[src/rtl/serial_add_ctrl.sv]
// serial_add_ctrl
// Bit-serial add/subtract sequencer. A single external combinational full-adder
// cell is time-shared over WIDTH clock cycles, LSB first, to build a WIDTH-bit
// sum or difference.
//
// Ports
//   clk, rst_n          : clock (rising edge), asynchronous active-low reset
//   start               : request; sampled only while idle
//   sub, cin            : 0 = a+b+cin, 1 = a-b (cin ignored)
//   op_a, op_b          : operands, captured when start is accepted
//   busy                : high whenever the sequencer is not idle
//   done                : one-cycle pulse, result/cout/ovf valid
//   result, cout, ovf   : sum/difference, MSB carry-out (1 = no borrow on sub),
//                         signed overflow; held until the next operation ends
//   fa_a, fa_b, fa_c    : drive to the full-adder cell inputs
//   fa_s, fa_o          : sum and carry back from the full-adder cell
module serial_add_ctrl #(
    parameter int WIDTH = 8,
    parameter int CW    = 5
) (
    input  logic             clk,
    input  logic             rst_n,
    input  logic             start,
    input  logic             sub,
    input  logic             cin,
    input  logic [WIDTH-1:0] op_a,
    input  logic [WIDTH-1:0] op_b,
    output logic             busy,
    output logic             done,
    output logic [WIDTH-1:0] result,
    output logic             cout,
    output logic             ovf,
    output logic             fa_a,
    output logic             fa_b,
    output logic             fa_c,
    input  logic             fa_s,
    input  logic             fa_o
);

    typedef enum logic [1:0] {
        ST_IDLE = 2'd0,
        ST_RUN  = 2'd1,
        ST_DONE = 2'd2
    } state_t;

    state_t           state_r;
    state_t           state_s;
    logic [WIDTH-1:0] a_sh_r;
    logic [WIDTH-1:0] b_sh_r;
    logic [WIDTH-1:0] res_sh_r;
    logic             carry_r;
    logic [CW-1:0]    cnt_r;
    logic [WIDTH-1:0] result_r;
    logic             cout_r;
    logic             ovf_r;
    logic             last_bit_s;

    // The MSB is being processed in the current RUN cycle.
    assign last_bit_s = (cnt_r == CW'(WIDTH - 1));

    // State register.
    always_ff @(posedge clk or negedge rst_n) begin
        if (!rst_n) begin
            state_r <= ST_IDLE;
        end else begin
            state_r <= state_s;
        end
    end

    // Next-state logic: start only honoured in IDLE, DONE always lasts one cycle.
    always_comb begin
        state_s = state_r;
        case (state_r)
            ST_IDLE: begin
                if (start) begin
                    state_s = ST_RUN;
                end else begin
                    state_s = ST_IDLE;
                end
            end
            ST_RUN: begin
                if (last_bit_s) begin
                    state_s = ST_DONE;
                end else begin
                    state_s = ST_RUN;
                end
            end
            ST_DONE: state_s = ST_IDLE;
            default: state_s = ST_IDLE;
        endcase
    end

    // Operand capture, bit-serial shifting and final result latch.
    always_ff @(posedge clk or negedge rst_n) begin
        if (!rst_n) begin
            a_sh_r   <= '0;
            b_sh_r   <= '0;
            res_sh_r <= '0;
            carry_r  <= 1'b0;
            cnt_r    <= '0;
            result_r <= '0;
            cout_r   <= 1'b0;
            ovf_r    <= 1'b0;
        end else begin
            case (state_r)
                ST_IDLE: begin
                    if (start) begin
                        // Subtraction is a + ~b + 1: invert b, seed carry with 1.
                        a_sh_r  <= op_a;
                        b_sh_r  <= sub ? ~op_b : op_b;
                        carry_r <= sub ? 1'b1 : cin;
                        cnt_r   <= '0;
                    end
                end
                ST_RUN: begin
                    a_sh_r   <= {1'b0, a_sh_r[WIDTH-1:1]};
                    b_sh_r   <= {1'b0, b_sh_r[WIDTH-1:1]};
                    res_sh_r <= {fa_s, res_sh_r[WIDTH-1:1]};
                    carry_r  <= fa_o;
                    cnt_r    <= cnt_r + CW'(1);
                    if (last_bit_s) begin
                        result_r <= {fa_s, res_sh_r[WIDTH-1:1]};
                        cout_r   <= fa_o;
                        // carry_r here is the carry into the MSB.
                        ovf_r    <= carry_r ^ fa_o;
                    end
                end
                ST_DONE: begin
                    cnt_r <= cnt_r;
                end
                default: begin
                    cnt_r <= '0;
                end
            endcase
        end
    end

    // Output decode; all terms come straight from flops.
    always_comb begin
        busy = 1'b0;
        done = 1'b0;
        fa_a = 1'b0;
        fa_b = 1'b0;
        fa_c = 1'b0;
        case (state_r)
            ST_IDLE: begin
                busy = 1'b0;
            end
            ST_RUN: begin
                busy = 1'b1;
                fa_a = a_sh_r[0];
                fa_b = b_sh_r[0];
                fa_c = carry_r;
            end
            ST_DONE: begin
                busy = 1'b1;
                done = 1'b1;
            end
            default: begin
                busy = 1'b0;
            end
        endcase
    end

    assign result = result_r;
    assign cout   = cout_r;
    assign ovf    = ovf_r;

endmodule

[config.mk]
export PLATFORM = sky130hd
export DESIGN_NAME = serial_add_ctrl
export DESIGN_NICKNAME = d
export VERILOG_FILES = /design/src/rtl/serial_add_ctrl.sv
export SDC_FILE = /design/constraint.sdc
export NUM_CORES = 1
export LEC_CHECK = 0
export ABC_CLOCK_PERIOD_IN_PS = 3400
export BUFFER_PORTS_ARGS = -buffer_cell sky130_fd_sc_hd__buf_2
export CAP_MARGIN = 5
export CORE_MARGIN = 2
export CORE_UTILIZATION = 58
export DETAILED_ROUTE_END_ITERATION = 12
export GPL_TIMING_DRIVEN = 0
export PLACE_DENSITY = 0.89
export SLEW_MARGIN = 20
export SYNTH_ARGS = -nofsm -noshare
export SYNTH_HDL_FRONTEND = slang
export SYNTH_SLANG_ARGS = --single-unit
[constraint.sdc]
create_clock -name clk -period 3.4 [get_ports clk]
set_clock_uncertainty 0.2 [all_clocks]
set_input_delay 0.68 -clock clk [delete_from_list [all_inputs] [get_ports clk]]
set_output_delay 0.68 -clock clk [all_outputs]
set_load 0.02 [all_outputs]
# Yosys cells after proc, flatten, opt, wreduce, memory -nomap -nowiden
# Index checks and enable logic that the tools add are counted.
[word_totals] regBits=42 out_inout_bits=15
[op_classes] muxes=18 bitwise_logic=3 n_reduce_logical=6 n_eq_ne=4 n_addsub=1
[ops] op="8-bit case mux with 2 select lines" count=2
[ops] op="8-bit two-way mux" count=3
[ops] op="5-bit case mux with 3 select lines" count=1
[ops] op="1-bit two-way mux" count=8
[ops] op="8-bit NOT" count=1
[ops] op="2-bit AND reduction" count=3
[ops] op="5-bit by 1-bit adder with 5-bit output (second input constant)" count=1
[ops] op="5-bit by 3-bit == test with 1-bit output (second input constant)" count=1
[ops] op="5-bit two-way mux" count=1
[ops] op="2-bit case mux with 2 select lines" count=1
[ops] op="2-bit by 1-bit == test with 1-bit output (second input constant)" count=1
[ops] op="2-bit == test (second input constant)" count=1
[ops] op="2-bit zero test" count=1
[ops] op="2-bit two-way mux" count=1
[ops] op="2-bit != test (second input constant)" count=1
[ops] op="1-bit case mux with 2 select lines" count=1
[ops] op="2-bit nonzero test" count=1
[ops] op="2-bit OR reduction" count=1
[ops] op="1-bit NOT" count=1
[ops] op="1-bit bitwise XOR" count=1

# Longest topological paths before layout
[logic_depth] ltp_word=4 mapped_depth=7 depth_no_buf=5

# Least setup slack after synthesis
# No wires, ideal clock.
[synth_timing] path_kind="reg2out" start="reg state_r[1]" end="out fa_a" path_stages_with_launch=6 path_buffers=2 arrival_ns=1.393 path_slack_ns=1.127 cell_sequence="dfrtp_1 -> inv_1 -> ha_1 -> clkbuf_1 -> clkbuf_1 -> and2_1"
[synth_via] elab_chain_len=2
[synth_lines] element="start, declared" line="46" text="state_t state_r;"
[synth_lines] element="start signal, assigned" line="66" text="state_r <= state_s;"
[synth_lines] element="2-bit by 1-bit == test with 1-bit output" line="145" text="case (state_r)"
[synth_lines] element="1-bit two-way mux" line="145"
[synth_lines] element="end, declared" line="33" text="output logic fa_a,"
# No other way between the ends.

# Worst setup path in the final report
[layout_timing] start="reg state_r[1]" end="out fa_c"
[layout_via] elab_chain_len=2
[layout_lines] element="2-bit by 1-bit == test with 1-bit output" line="145"
[layout_lines] element="1-bit two-way mux" line="145"
[layout_lines] element="end, declared" line="35" text="output logic fa_c,"
# No other way between the ends.

==> impl_metrics.ini <==
[run_status]
status = complete, no violations

[grt]
grt_max_degree = 42
grt_pass1_wl_mm = 5.76
grt_pass1_vias = 1288
grt.overflow.total = 0
antenna_found_initial = 0
track_usage_pct = 20.9

[detailed_routing]
wl_mm = 3.45
ant_nets = 0
drc = 0
firstDrtPassIters = 4
num_vias = 1375
drt_iter0_markers = 34
drt-wirelength-per-cell_um = 13.3
vias_per_cell = 5.31

[cts]
numCtsBuffers = 5
clock_path_buffers = 2
ctsResizeCount = 0
cts_setup_buffers = 0
cts_tree = yes
cts_root_buf = clkbuf_4
h-tree-depth = 2
clock-sinks = 41
holdBufCountCts = 0
insertion_delay_ns = 0.34
clk_pin_slew_ns = 0.12

[placement]
port_buffers = 36
gp_congestion = 0.811
dp_hpwl_mm = 2.56
placed_area_um2 = 2190

[logic_synthesis]
synthArstFlopShare_pct = 100
yosys_most_used_dff = dfrtp_1
synth-edff-count = 0
post_synth_main_area_contributors = dfrtp_1 (52%), mux2i_1 (7.7%), mux2_4 (6.9%)
syn_area_um2 = 1960
syn_avg_cell_area_um2 = 11.6
yosys-top-cells-count = dfrtp_1 (41), nand2_1 (23), o21ai_0 (20)
yosys_warnings = 0
ys_types = 25
syn_inst = 169
yosysMostFrequentCell = dfrtp_1
yosysTopAreaCell = dfrtp_1
seq_area_frac_synth_pct = 52.4
synth-seq-cells = 41
netlist.area_leader.share_pct = 52.4
syn_nets = 196

[min_path]
min_path_type = in -> async

[sta]
fmax_mhz = 324
rsz0062_at_grt = no
setup_tns_ns = 0
setup_violations = 0
timing.final.crit_period_ns = 3.09
hold_violations = 0
finalCritPeriodShare_pct = 90.7
maxSlewHeadroom_pct = 41.4
report.final.slew_viol_count = 0
worst_pin_slew_ns = 0.880

[setup_path]
critical_path.startpoint_type = flop
cp_max_fo = 10
worst_setup_path_end_kind = output port
cp.required_ns = 2.52
arrival_ns = 2.21
worstSetupPathType = reg -> out

[die]
coreArea_um2 = 3280
rows = 21
die_x_um = 62.1
die-area_um2 = 3850
start_util_pct = 59.6
die_y_um = 62.1
io_pins = 38

[finish]
fill_cells = 274
areaGrowthSynthToFinish_pct = 15.0
nets = 239
drive_gt1_share_pct = 30.5
antennaDiodeCount = 0
design_area_um2 = 2250

[flow_run]
drv_cap = 0

[pwr]
power_density_nw_per_um2 = 855
ir_drop_v = 0.000466
leakage_nw = 1.14
[placed cells by master (no fill, tap or decap), types with 2 or more instances in the layout]
master	n
inv_1	3
dfrtp_1	41
ha_1	4
and2_1	3
xor2_1	8
mux2i_1	15
mux2_2	8
clkbuf_1	7
nand2b_1	3
clkinv_2	2
o21ai_0	20
buf_2	38
nand3_1	6
o31ai_1	4
nor2b_1	2
or4_1	3
mux2_4	9
clkbuf_4	5
nand2_1	23
[metal layers]
metal | wire length [um] | part of all wire [%] | track usage [%]
met1 | 1610 | 47 | 27.5
met5 | 0 | 0 | 0
met3 | 139 | 4.0 | 6.21
met2 | 1660 | 48 | 34.1
met4 | 30 | 0.87 | 5.47
[layout make-up]
| type | instances | area (um2) | area share, % |
|---|---|---|---|
| Inverter | 3 | 11.3 | 0.501 |
| Sequential cell | 41 | 1030 | 45.6 |
| Tap cell | 46 | 57.6 | 2.56 |
| Clock buffer | 5 | 37.5 | 1.67 |
| Clock inverter | 3 | 17.5 | 0.779 |
| Multi-Input combinational cell | 115 | 872 | 38.8 |
| Timing Repair Buffer | 36 | 180 | 8.01 |
| Buffer | 10 | 47.5 | 2.11 |
[power by group]
part	internal [mW]	total, mW	switching, mW	leakage (nW)
Combinational	0.397	0.857	0.460	0.599
Clock	0.0780	0.229	0.151	0.0310
Sequential	0.703	0.837	0.134	0.506
[worst max-delay path, cell delays in order, from the launching register on]
cell and delay, ns:
dfrtp_1 0.41, inv_1 0.09, ha_1 0.22, clkbuf_1 0.37
clkbuf_1 0.40, and2_1 0.21, buf_2 0.17
[path summary, 6_finish.rpt]
check | start | to | slack, ns | cells past startpoint
worst min-delay path | rst_n | result[5] | 0.24 | 1
min in group clk | b_sh_r[0] | b_sh_r[0] | 0.29 | 2
worst max-delay path | state_r[1] | fa_c | 0.31 | 6
worst max register to register | state_r[1] | b_sh_r[7] | 1.27 | 7
worst min register to register | b_sh_r[0] | b_sh_r[0] | 0.29 | 2
max in group asynchronous | rst_n | cnt_r[2] | 2.21 | 1
[sequential cells by signal, indices dropped and copies added, names as in the netlist]
register,flops
res_sh_r,7
a_sh_r,8
cout,1
ovf,1
b_sh_r,8
carry_r,1
result,8
state_r,2
cnt_r,5
[cells by family (layout without fill, tap and decap cells)]
kind of cell | after synthesis | count (layout) | share of synthesized area [%]
xor+xnor | 9 | 9 | 4.03
compound gates | 26 | 26 | 7.29
fa+ha+maj | 4 | 4 | 2.56
buf+inv | 13 | 57 | 3.01
simple gates | 44 | 44 | 11.5
mux | 32 | 32 | 19.2
flops | 41 | 41 | 52.4
[per-stage QoR]
stage / total power [mW] / util [%] / hold slack, ns / instances / setup slack, ns
final: 1.92 / 68.5 / 0.241 / 259 / 0.315
after global routing: 2.09 / 68.5 / 0.297 / 259 / 0.121
after CTS: 1.94 / 68.5 / 0.270 / 259 / 0.291
after detailed placement: 1.71 / 66.8 / 0.270 / 251 / 0.702
after global placement: 1.67 / 66.8 / 0.253 / 251 / 0.755
after floorplan: 1.46 / - / 0.184 / 169 / 1.13
Note: power is estimated with default switching activity, not from simulation.
